**src/rtl/keypad_pkg.sv**
```systemverilog
// Shared types and constants for the 4x4 keypad encoder.
package keypad_pkg;

  localparam int unsigned KEY_W  = 5;
  localparam int unsigned ROW_W  = 2;
  localparam int unsigned COL_W  = 2;
  localparam int unsigned DEB_W  = 4;
  localparam int unsigned DATA_W = 32;

  // Same value the seven-segment driver treats as blank
  localparam logic [KEY_W-1:0] NO_KEY = 5'h10;

  localparam logic [1:0] ADDR_KEY    = 2'd0;
  localparam logic [1:0] ADDR_STATUS = 2'd1;

  typedef enum logic [1:0] {
    ST_SCAN     = 2'd0,
    ST_DEBOUNCE = 2'd1,
    ST_HELD     = 2'd2,
    ST_RELEASE  = 2'd3
  } state_e;

  typedef struct packed {
    logic held;
    logic new_key;
  } status_t;

  // Index of the lowest-numbered low (pressed) column; 0 when none is low
  function automatic logic [COL_W-1:0] lowest_low(input logic [3:0] c);
    lowest_low = '0;
    for (int i = 3; i >= 0; i--) begin
      if (!c[i]) lowest_low = COL_W'(i);
    end
  endfunction

endpackage

```
**src/rtl/keypad_scan_tick.sv**
```systemverilog
// Scan-rate prescaler: one-cycle tick every SCAN_DIV clocks, on the terminal count.
module keypad_scan_tick #(
  parameter int unsigned SCAN_DIV = 50000
) (
  input  logic clk,
  input  logic reset_n,
  output logic tick
);

  localparam int unsigned CNT_W = (SCAN_DIV > 1) ? $clog2(SCAN_DIV) : 1;
  localparam logic [CNT_W-1:0] TERM     = CNT_W'(SCAN_DIV - 1);
  localparam logic [CNT_W-1:0] PRE_TERM = CNT_W'(SCAN_DIV - 2);

  logic [CNT_W-1:0] cnt;

  // tick is registered one count early so it is high exactly while cnt == TERM
  always_ff @(posedge clk or negedge reset_n) begin
    if (!reset_n) begin
      cnt  <= '0;
      tick <= 1'b0;
    end else begin
      cnt  <= (cnt == TERM) ? '0 : cnt + CNT_W'(1);
      tick <= (cnt == PRE_TERM);
    end
  end

endmodule

```
**src/rtl/keypad_encoder.sv**
```systemverilog
// 4x4 matrix keypad scanner/debouncer with an Avalon-MM register slave.
module keypad_encoder
  import keypad_pkg::*;
#(
  parameter int unsigned SCAN_DIV       = 50000,
  parameter int unsigned DEBOUNCE_SCANS = 4
) (
  input  logic        clk,
  input  logic        reset_n,
  input  logic [1:0]  address,
  input  logic        read,
  input  logic        write,
  input  logic [31:0] writedata,
  input  logic        chipselect,
  output logic [31:0] readdata,
  output logic [3:0]  rows,
  input  logic [3:0]  cols
);

  localparam logic [DEB_W-1:0] DEB_DONE = DEB_W'(DEBOUNCE_SCANS);

  logic [3:0]       sync1, sync2;
  logic             tick;
  state_e           state, state_nxt;
  logic [ROW_W-1:0] row, row_nxt;
  logic [COL_W-1:0] col, col_nxt;
  logic [DEB_W-1:0] deb_cnt, deb_nxt;
  logic [KEY_W-1:0] key, key_nxt;
  logic             new_key;
  logic             set_new;
  logic             any_low;
  logic [COL_W-1:0] low_col;
  logic             rd_en;
  logic             clr_new;
  status_t          status;
  logic [31:0]      rd_mux;
  logic             unused_wdata;

  keypad_scan_tick #(.SCAN_DIV(SCAN_DIV)) u_tick (
    .clk     (clk),
    .reset_n (reset_n),
    .tick    (tick)
  );

  // Column synchronizer; idle level is all-high (pulled up)
  always_ff @(posedge clk or negedge reset_n) begin
    if (!reset_n) begin
      sync1 <= 4'hF;
      sync2 <= 4'hF;
    end else begin
      sync1 <= cols;
      sync2 <= sync1;
    end
  end

  assign any_low = ~&sync2;
  assign low_col = lowest_low(sync2);

  // State register and scan/debounce datapath
  always_ff @(posedge clk or negedge reset_n) begin
    if (!reset_n) begin
      state   <= ST_SCAN;
      row     <= '0;
      col     <= '0;
      deb_cnt <= '0;
      key     <= NO_KEY;
      rows    <= 4'b1110;
    end else begin
      state   <= state_nxt;
      row     <= row_nxt;
      col     <= col_nxt;
      deb_cnt <= deb_nxt;
      key     <= key_nxt;
      rows    <= ~(4'b0001 << row_nxt);
    end
  end

  // Next-state logic; everything moves only on a scan tick
  always_comb begin
    state_nxt = state;
    row_nxt   = row;
    col_nxt   = col;
    deb_nxt   = deb_cnt;
    key_nxt   = key;
    set_new   = 1'b0;
    if (tick) begin
      case (state)
        ST_SCAN: begin
          if (any_low) begin
            col_nxt   = low_col;
            deb_nxt   = DEB_W'(1);
            state_nxt = ST_DEBOUNCE;
          end else begin
            row_nxt = row + ROW_W'(1);
          end
        end
        ST_DEBOUNCE: begin
          if (any_low && (low_col == col)) begin
            deb_nxt = deb_cnt + DEB_W'(1);
            if (deb_nxt == DEB_DONE) begin
              key_nxt   = {1'b0, row, col};
              set_new   = 1'b1;
              state_nxt = ST_HELD;
            end
          end else begin
            row_nxt   = row + ROW_W'(1);
            state_nxt = ST_SCAN;
          end
        end
        ST_HELD: begin
          if (!any_low) begin
            deb_nxt   = DEB_W'(1);
            state_nxt = ST_RELEASE;
          end
        end
        ST_RELEASE: begin
          if (any_low) begin
            state_nxt = ST_HELD;
          end else begin
            deb_nxt = deb_cnt + DEB_W'(1);
            if (deb_nxt == DEB_DONE) begin
              row_nxt   = row + ROW_W'(1);
              state_nxt = ST_SCAN;
            end
          end
        end
        default: state_nxt = ST_SCAN;
      endcase
    end
  end

  assign rd_en   = chipselect && read;
  assign clr_new = (rd_en && (address == ADDR_KEY)) ||
                   (chipselect && write && (address == ADDR_STATUS) && writedata[0]);
  assign unused_wdata = ^writedata[31:1];

  // A latch event on the same edge as a clear keeps the flag set
  always_ff @(posedge clk or negedge reset_n) begin
    if (!reset_n)     new_key <= 1'b0;
    else if (set_new) new_key <= 1'b1;
    else if (clr_new) new_key <= 1'b0;
  end

  assign status.held    = (state == ST_HELD) || (state == ST_RELEASE);
  assign status.new_key = new_key;

  always_comb begin
    rd_mux = '0;
    case (address)
      ADDR_KEY:    rd_mux = {27'b0, key};
      ADDR_STATUS: rd_mux = {30'b0, status};
      default:     rd_mux = '0;
    endcase
  end

  always_ff @(posedge clk or negedge reset_n) begin
    if (!reset_n)   readdata <= '0;
    else if (rd_en) readdata <= rd_mux;
  end

endmodule

```
**config.mk**
```make
export PLATFORM = sky130hd
export DESIGN_NAME = keypad_encoder
export DESIGN_NICKNAME = d
export VERILOG_FILES = /design/src/rtl/keypad_pkg.sv /design/src/rtl/keypad_scan_tick.sv /design/src/rtl/keypad_encoder.sv
export SDC_FILE = /design/constraint.sdc
export NUM_CORES = 1
export LEC_CHECK = 0
export CAP_MARGIN = 20
export CORE_MARGIN = 2
export CORE_UTILIZATION = 45
export CTS_CLUSTER_DIAMETER = 80
export DETAILED_ROUTE_END_ITERATION = 10
export MAX_ROUTING_LAYER = met4
export PLACE_DENSITY = 0.88
export REMOVE_ABC_BUFFERS = 1
export SLEW_MARGIN = 5
export SYNTH_ARGS = -nofsm -noshare
export SYNTH_HDL_FRONTEND = slang
export SYNTH_SLANG_ARGS = --single-unit
```
**constraint.sdc**
```tcl
create_clock -name clk -period 3.4 [get_ports clk]
set_input_delay 0.68 -clock clk [delete_from_list [all_inputs] [get_ports clk]]
set_output_delay 0.68 -clock clk [all_outputs]
set_load 0.05 [all_outputs]
```
==> summary.md, run 1 <==
| Metric | Value |
|---|---|
| Post-route insts no fill | 327 |
| Sequence of cells on the critical path | clkdlybuf4s50_1 |
| Synth Instances | 232 |
| Worst Max-Slew Pin Slew | 0.607 ns |
| Worst-Skew Late Latency | around 0.30 ns |
| Register bit total from synthesis | 50 |
| PortBufs | 20 |
| CP Capture Type | output pin |
| Final #Nets | 300 |
| Top-count cell post-synth | dfrtp_1 |
| Initial antenna violation count | 0 |
| FFs w/ async S/R, synth | 1.00 |
| HP Class | in2async |
| Largest cells by area after synthesis | dfrtp_1, dfstp_2, buf_4, xor2_1, nand2_1 |
| Post-CTS Resized | 0 |
| Worst stage delay on the critical path | 0.79 ns |
| WL/cell | 12.3 µm |
| Finish-stage setup viols | 0 |
| Hold-fix buffers at CTS | 0 |
| Synthesized cell area | roughly 2500 µm² |
| Synth area leader | dfrtp_1 |
| Area growth from synthesis to layout | 10.4% |
| Max Fclk | 435 MHz |
| Endpoints failing hold | 0 |
| Post-Syn Area per Cell | about 11 µm² |
| Row count | 27 |
| EDFF count, synth | 0 |
| Fin area | between 2000 and 3000 µm² |
| Pwr/cell area | 377 nW/µm² |
| Placed cell count | approximately 320 |
| DR iter-0 viols | 114 |
| Ant. Diodes | 0 |
| First-pass GRT wire length | 7010 µm |
| 1st-pass router iterations | 4 |
| Starting Density | 0.461 |
| Status | finished, final reports clean |
| Vias/cell | around 5.1 |
| Die X | 78.6 µm |
| Core area | 5440 µm² |
| Clk root buf | clkbuf_8 |
| Leak | 1.26 nW |
| RR Startpoint | u_tick.cnt[11] |
| DRT Wirelength | 4030 µm |
| GR Overflow Total | 0 |
| DRC viols | 0 |
| Post-CTS setup buffers | 0 |
| Share of layout cells above drive strength 1 | 0.141 |
| Hpwl dp | 2850 µm |
| GRT Total Usage | 0.148 |
| Routed Antenna Nets | 0 |
| CTS tree | yes |
| Placer Congestion | around 0.81 |
| Clk buf depth | 2 |
| Cell family with most CP delay | buffers and inverters |
| CP max FO | 1 |
| Min Tclk post-route | 2.30 ns |
| I/O Pins | around 80 |
| Final Max Tran Viols | 0 |
| Worst hold slack | slightly above 0.3 ns |
| H-Tree Level Count | 2 |
| Design Power | approximately 1.0 mW |
| Register area share after synthesis | 0.505 |
| Yosys warning total | 0 |
| Post-DP Area | 2670 µm² |
| Largest net degree at the start of global routing | 51 |
| Slowest stage cell, crit path | clkdlybuf4s50_1 |
| RSZ-0062 raised after global routing | false |
| WP buf/inv | 1 |
| Synth unique cells | 53 |
| Flop2flop setup slack | 1.37 ns |
| Crit Reg-Reg Endpoint | u_tick.cnt[15] |
| Ys flop type | dfrtp_1 |
| Critical Path Start Type | register |
| Worst Reg2Reg Path Length in Cells | 5 |
| Sink Count | 50 |
| Setup tns final | 0 ns |
| Peak supply drop | roughly 0.3 mV |
| Setup Crit Path Kind | reg2out |
| Clk_skew | 0.0105 ns |
| Arrival @ worst endpoint | 1.62 ns |
| Die area | 6190 µm² |
| Max_slew headroom | 0.591 |
| Yosys top cell area share | 0.379 |
| Num CTS Buffers | 5 |
| Register clock-pin slew on the reported worst setup and hold paths | about 0.09 ns |
| Final period util | 0.676 |
| Worst path required time | 2.72 ns |
| Vias in the first global route | about 1600 |
| Die Ht | about 79 µm |
| Vias | 1658 |
| Post-synth top cells | dfrtp_1, buf_4, nand2_1 |
| Maxcap violations | 0 |
-- cell families after synthesis --
logic type                 share of synthesized area
and+or+nand+nor                                0.180
DFF                                            0.505
buffers and inverters                         0.0988
AOI/OAI and AO/OA                              0.110
xor gates and xnor gates                      0.0454
muxes                                         0.0444
adders and majority gates                     0.0150
other                                        0.00150
-- layout make-up --
type	count	area (µm²)
clock inverter	2	10.0
clock buffer	6	72.6
timing repair buffer	21	215
inverter	6	22.5
multi-input combinational	170	1090
sequential	50	1270
tap	72	90.1
fill	490	2670
-- power breakdown --
part           switching (mW)  internal, mW
Combinational          0.0859        0.0184
Sequential            0.00495         0.603
Clock                   0.187         0.143
-- registers in the layout, indices dropped and copies added (netlist names) --
signal,flops
col,2
deb_cnt,4
key,5
new_key,1
readdata,5
row,2
rows,4
state,2
sync1,4
sync2,4
u_tick.cnt,16
u_tick.tick,1
-- per-layer routing --
metal  routed length, µm  track usage  up-vias
li1                    -            -      797
met1                1740        0.171      809
met2                2030        0.245       47
met3                 193       0.0402        5
met4                  60       0.0561        0
met5                   0            -        -
-- placed cells by master (no fill, tap or decap), types with 6 or more instances in the layout --
cell	netlist	layout
dfrtp_1	38	38
conb_1	1	27
clkdlybuf4s50_1	0	19
nand2_1	18	18
nor2_1	15	15
dfstp_2	12	12
nand3_1	11	11
xor2_1	8	8
nor3_1	6	6
-- per-stage QoR --
step                      setup slack (ns)  utilization
after floorplan                       1.63            -
after global placement                1.41        0.490
after detailed placement              1.35        0.490
after CTS                             1.08        0.505
after global routing                  1.06        0.509
final                                 1.10        0.509
-- worst max-delay path by stage --
stage,depth (start not counted),start,endpoint
after CTS,1,rows[1],rows[1]
final,1,rows[1],rows[1]
after global routing,1,rows[1],rows[1]
after floorplan,5,sync2[2],key[0]
after global placement,5,u_tick.cnt[11],u_tick.cnt[9]
after detailed placement,5,u_tick.cnt[11],u_tick.cnt[8]
(Power assumes the default switching activity.)
==> run 2: changes to the inputs <==
--- a/config.mk
+++ b/config.mk
@@ -7,11 +7,11 @@
 export LEC_CHECK = 0
 export CAP_MARGIN = 20
 export CORE_MARGIN = 2
-export CORE_UTILIZATION = 45
+export CORE_UTILIZATION = 42
 export CTS_CLUSTER_DIAMETER = 80
 export DETAILED_ROUTE_END_ITERATION = 10
 export MAX_ROUTING_LAYER = met4
-export PLACE_DENSITY = 0.88
+export PLACE_DENSITY = 0.86
 export REMOVE_ABC_BUFFERS = 1
 export SLEW_MARGIN = 5
 export SYNTH_ARGS = -nofsm -noshare
==> constraint.sdc (replaced) <==
create_clock -name clk -period 2 [get_ports clk]
set_input_delay 0.4 -clock clk [delete_from_list [all_inputs] [get_ports clk]]
set_output_delay 0.4 -clock clk [all_outputs]
set_load 0.05 [all_outputs]
==> summary.md, run 2 (synthesized netlist as in run 1, its figures left out) <==
| Metric | Value |
|---|---|
| Status | finished, final reports clean |
| DR iter-0 viols | 107 (-6.1%) |
| PortBufs | 20 (unchanged) |
| Share of layout cells above drive strength 1 | 0.172 (+0.0312) |
| Min Tclk post-route | 1.88 ns |
| CP Capture Type | output pin |
| Endpoints failing hold | 0 (unchanged) |
| Row count | 28 (+3.7%) |
| H-Tree Level Count | 2 (unchanged) |
| Clk root buf | clkbuf_8 |
| DP Worst Slack | 0.142 ns (-1.21 ns) |
| Die area | 6600 µm² (+6.8%) |
| Setup tns final | 0 ns (unchanged) |
| Routed Antenna Nets | 0 (unchanged) |
| Post-route insts no fill | 336 (+2.8%) |
| Psw | 470 µW (+69%) |
| WL/cell | 12.5 µm (+1.3%) |
| Max Fclk | 533 MHz |
| Vias | 1684 (+1.6%) |
| Worst-Skew Late Latency | 0.30 ns (about the same) |
| Worst path required time | 1.60 ns (-1.12 ns) |
| HP Class | in2async |
| I/O Pins | 79 (unchanged) |
| Sink Count | 50 (unchanged) |
| CTS tree | yes |
| Die X | 81.3 µm (+3.3%) |
| Pwr/cell area | 641 nW/µm² (+70%) |
| Logic gate share of total power | 0.099 (about the same) |
| Final period util | 0.938 |
| Hpwl dp | 3150 µm (+10%) |
| Vias/cell | 5.01 (-1.2%) |
| CP max FO | 2 (+1) |
| Critical Path Start Type | register |
| Worst Max-Slew Pin Slew | 0.565 ns (-0.0427 ns) |
| Area growth from synthesis to layout | 12.4% |
| Ant. Diodes | 0 (unchanged) |
| Fill cells | 522 (+6.5%) |
| Commonest non-fill, non-tap cell in the layout | dfrtp_1 |
| Peak supply drop | 0.351 mV (+17%) |
| Sequence of cells on the critical path | clkdlybuf4s50_1 |
| Finish-stage setup viols | 0 (unchanged) |
| Max_slew headroom | 0.623 (+0.0322) |
| First-pass GRT wire length | 7160 µm (+2.2%) |
| Sequential share of power | 0.573 (-0.011) |
| Starting Density | 0.429 (-0.0324) |
| Arrival @ worst endpoint | 1.48 ns (-0.14 ns) |
| Core area | 5850 µm² (+7.6%) |
| Leak | 1.29 nW (+2.7%) |
| Placed cell count | 328 (+3.1%) |
| Post-CTS Resized | 0 (unchanged) |
| Final Max Tran Viols | 0 (unchanged) |
| Die Ht | 81.3 µm (+3.3%) |
| Top reg by flops | u_tick.cnt |
| Design Power | 1.81 mW (+73%) |
| Placer Congestion | 0.736 (-9.6%) |
| RSZ-0062 raised after global routing | false |
| WP buf/inv | 1 (unchanged) |
| Worst stage delay on the critical path | 0.81 ns (+0.02 ns) |
| Initial antenna violation count | 0 (unchanged) |
| Cell Int Power | 1.34 mW (+75%) |
| Regs by FF count | u_tick.cnt (16), key (5), readdata (5) |
| Cell family with most CP delay | buffers and inverters |
| Most frequent cells in the layout | dfrtp_1, conb_1, nand2_1, clkdlybuf4s50_1, nor2_1 |
| 1st-pass router iterations | 4 (unchanged) |
| GR Overflow Total | 0 (unchanged) |
| Maxcap violations | 0 (unchanged) |
| Setup Crit Path Kind | reg2out |
| Clock power frac | 0.328 (+0.012) |
| Final setup margin | 0.123 ns (-0.978 ns) |
| Clk_skew | 0.00947 ns (-0.00102 ns) |
| Slowest stage cell, crit path | clkdlybuf4s50_1 |
| Vias in the first global route | 1645 (+4.4%) |
| Final #Nets | 306 (+2.0%) |
| Post-CTS setup buffers | 0 (unchanged) |
| Final core occ | 0.482 (-0.0272) |
| Clk buf depth | 2 (unchanged) |
| Switching share of power | 0.260 (-0.00636) |
| Largest net degree at the start of global routing | 27 (-47%) |
| Max reg flops | 16 (unchanged) |
| Num CTS Buffers | 5 (unchanged) |
| DRT Wirelength | 4200 µm (+4.1%) |
| DRC viols | 0 (unchanged) |
| GRT Total Usage | 0.146 (-0.00203) |
| Register clock-pin slew on the reported worst setup and hold paths | 0.09 ns (about the same) |
| Hold-fix buffers at CTS | 0 (unchanged) |
-- run 2: path summary, 6_finish.rpt --
check                             from          end  slack [ns]  cells after the start
hold / removal                 reset_n  readdata[0]        0.08                      1
min in group clk              sync1[1]     sync2[1]        0.36                      0
max in group asynchronous      reset_n     sync1[0]        1.30                      2
setup / recovery           readdata[4]  readdata[4]        0.12                      1
hold reg to reg               sync1[1]     sync2[1]        0.36                      0
setup reg to reg              sync2[0]   deb_cnt[0]        0.14                      5
-- run 2: area by class of cell --
cell class,instances,area (µm²),area share
Inverter,6,22.5,0.00799
Timing Repair Buffer,27,253,0.0897
Tap cell,75,93.8,0.0333
Clock buffer,7,86.3,0.0306
Clock inverter,1,5.00,0.00178
Multi-Input combinational cell,170,1090,0.387
Sequential cell,50,1270,0.449
-- run 2: stage by stage --
stage,hold slack [ns],cell area [µm²]
global route,0.119,2820
CTS,0.103,2820
global placement,0.347,2730
floorplan,0.104,2380
finish,0.0774,2820
detailed placement,0.347,2730
-- run 2: power by group through the flow --
| stage | Sequential, mW | Combinational [mW] | Clock (mW) |
|---|---|---|---|
| floorplan | 1.05 | 0.128 | 0 |
| global placement | 1.05 | 0.178 | 0 |
| detailed placement | 1.05 | 0.179 | 0 |
| CTS | 1.03 | 0.179 | 0.610 |
| global route | 1.04 | 0.191 | 0.656 |
| finish | 1.03 | 0.178 | 0.593 |
-- run 2: metal layers --
layer  wire [µm]  vias to the layer above  part of all wire  track usage
li1            -                      811                 -            -
met1        1750                      824              0.42        0.156
met2        2200                       39              0.53        0.250
met3         160                       10             0.038       0.0311
met4          83                        0             0.020       0.0780
met5           0                        -                 0            -
==> run 3: changes to the inputs <==
--- a/config.mk
+++ b/config.mk
@@ -8,7 +8,6 @@
 export CAP_MARGIN = 20
 export CORE_MARGIN = 2
 export CORE_UTILIZATION = 42
-export CTS_CLUSTER_DIAMETER = 80
 export DETAILED_ROUTE_END_ITERATION = 10
 export MAX_ROUTING_LAYER = met4
 export PLACE_DENSITY = 0.86
==> results of run 3 <==
Final layout, timing and power as in run 2 (identical DEF).
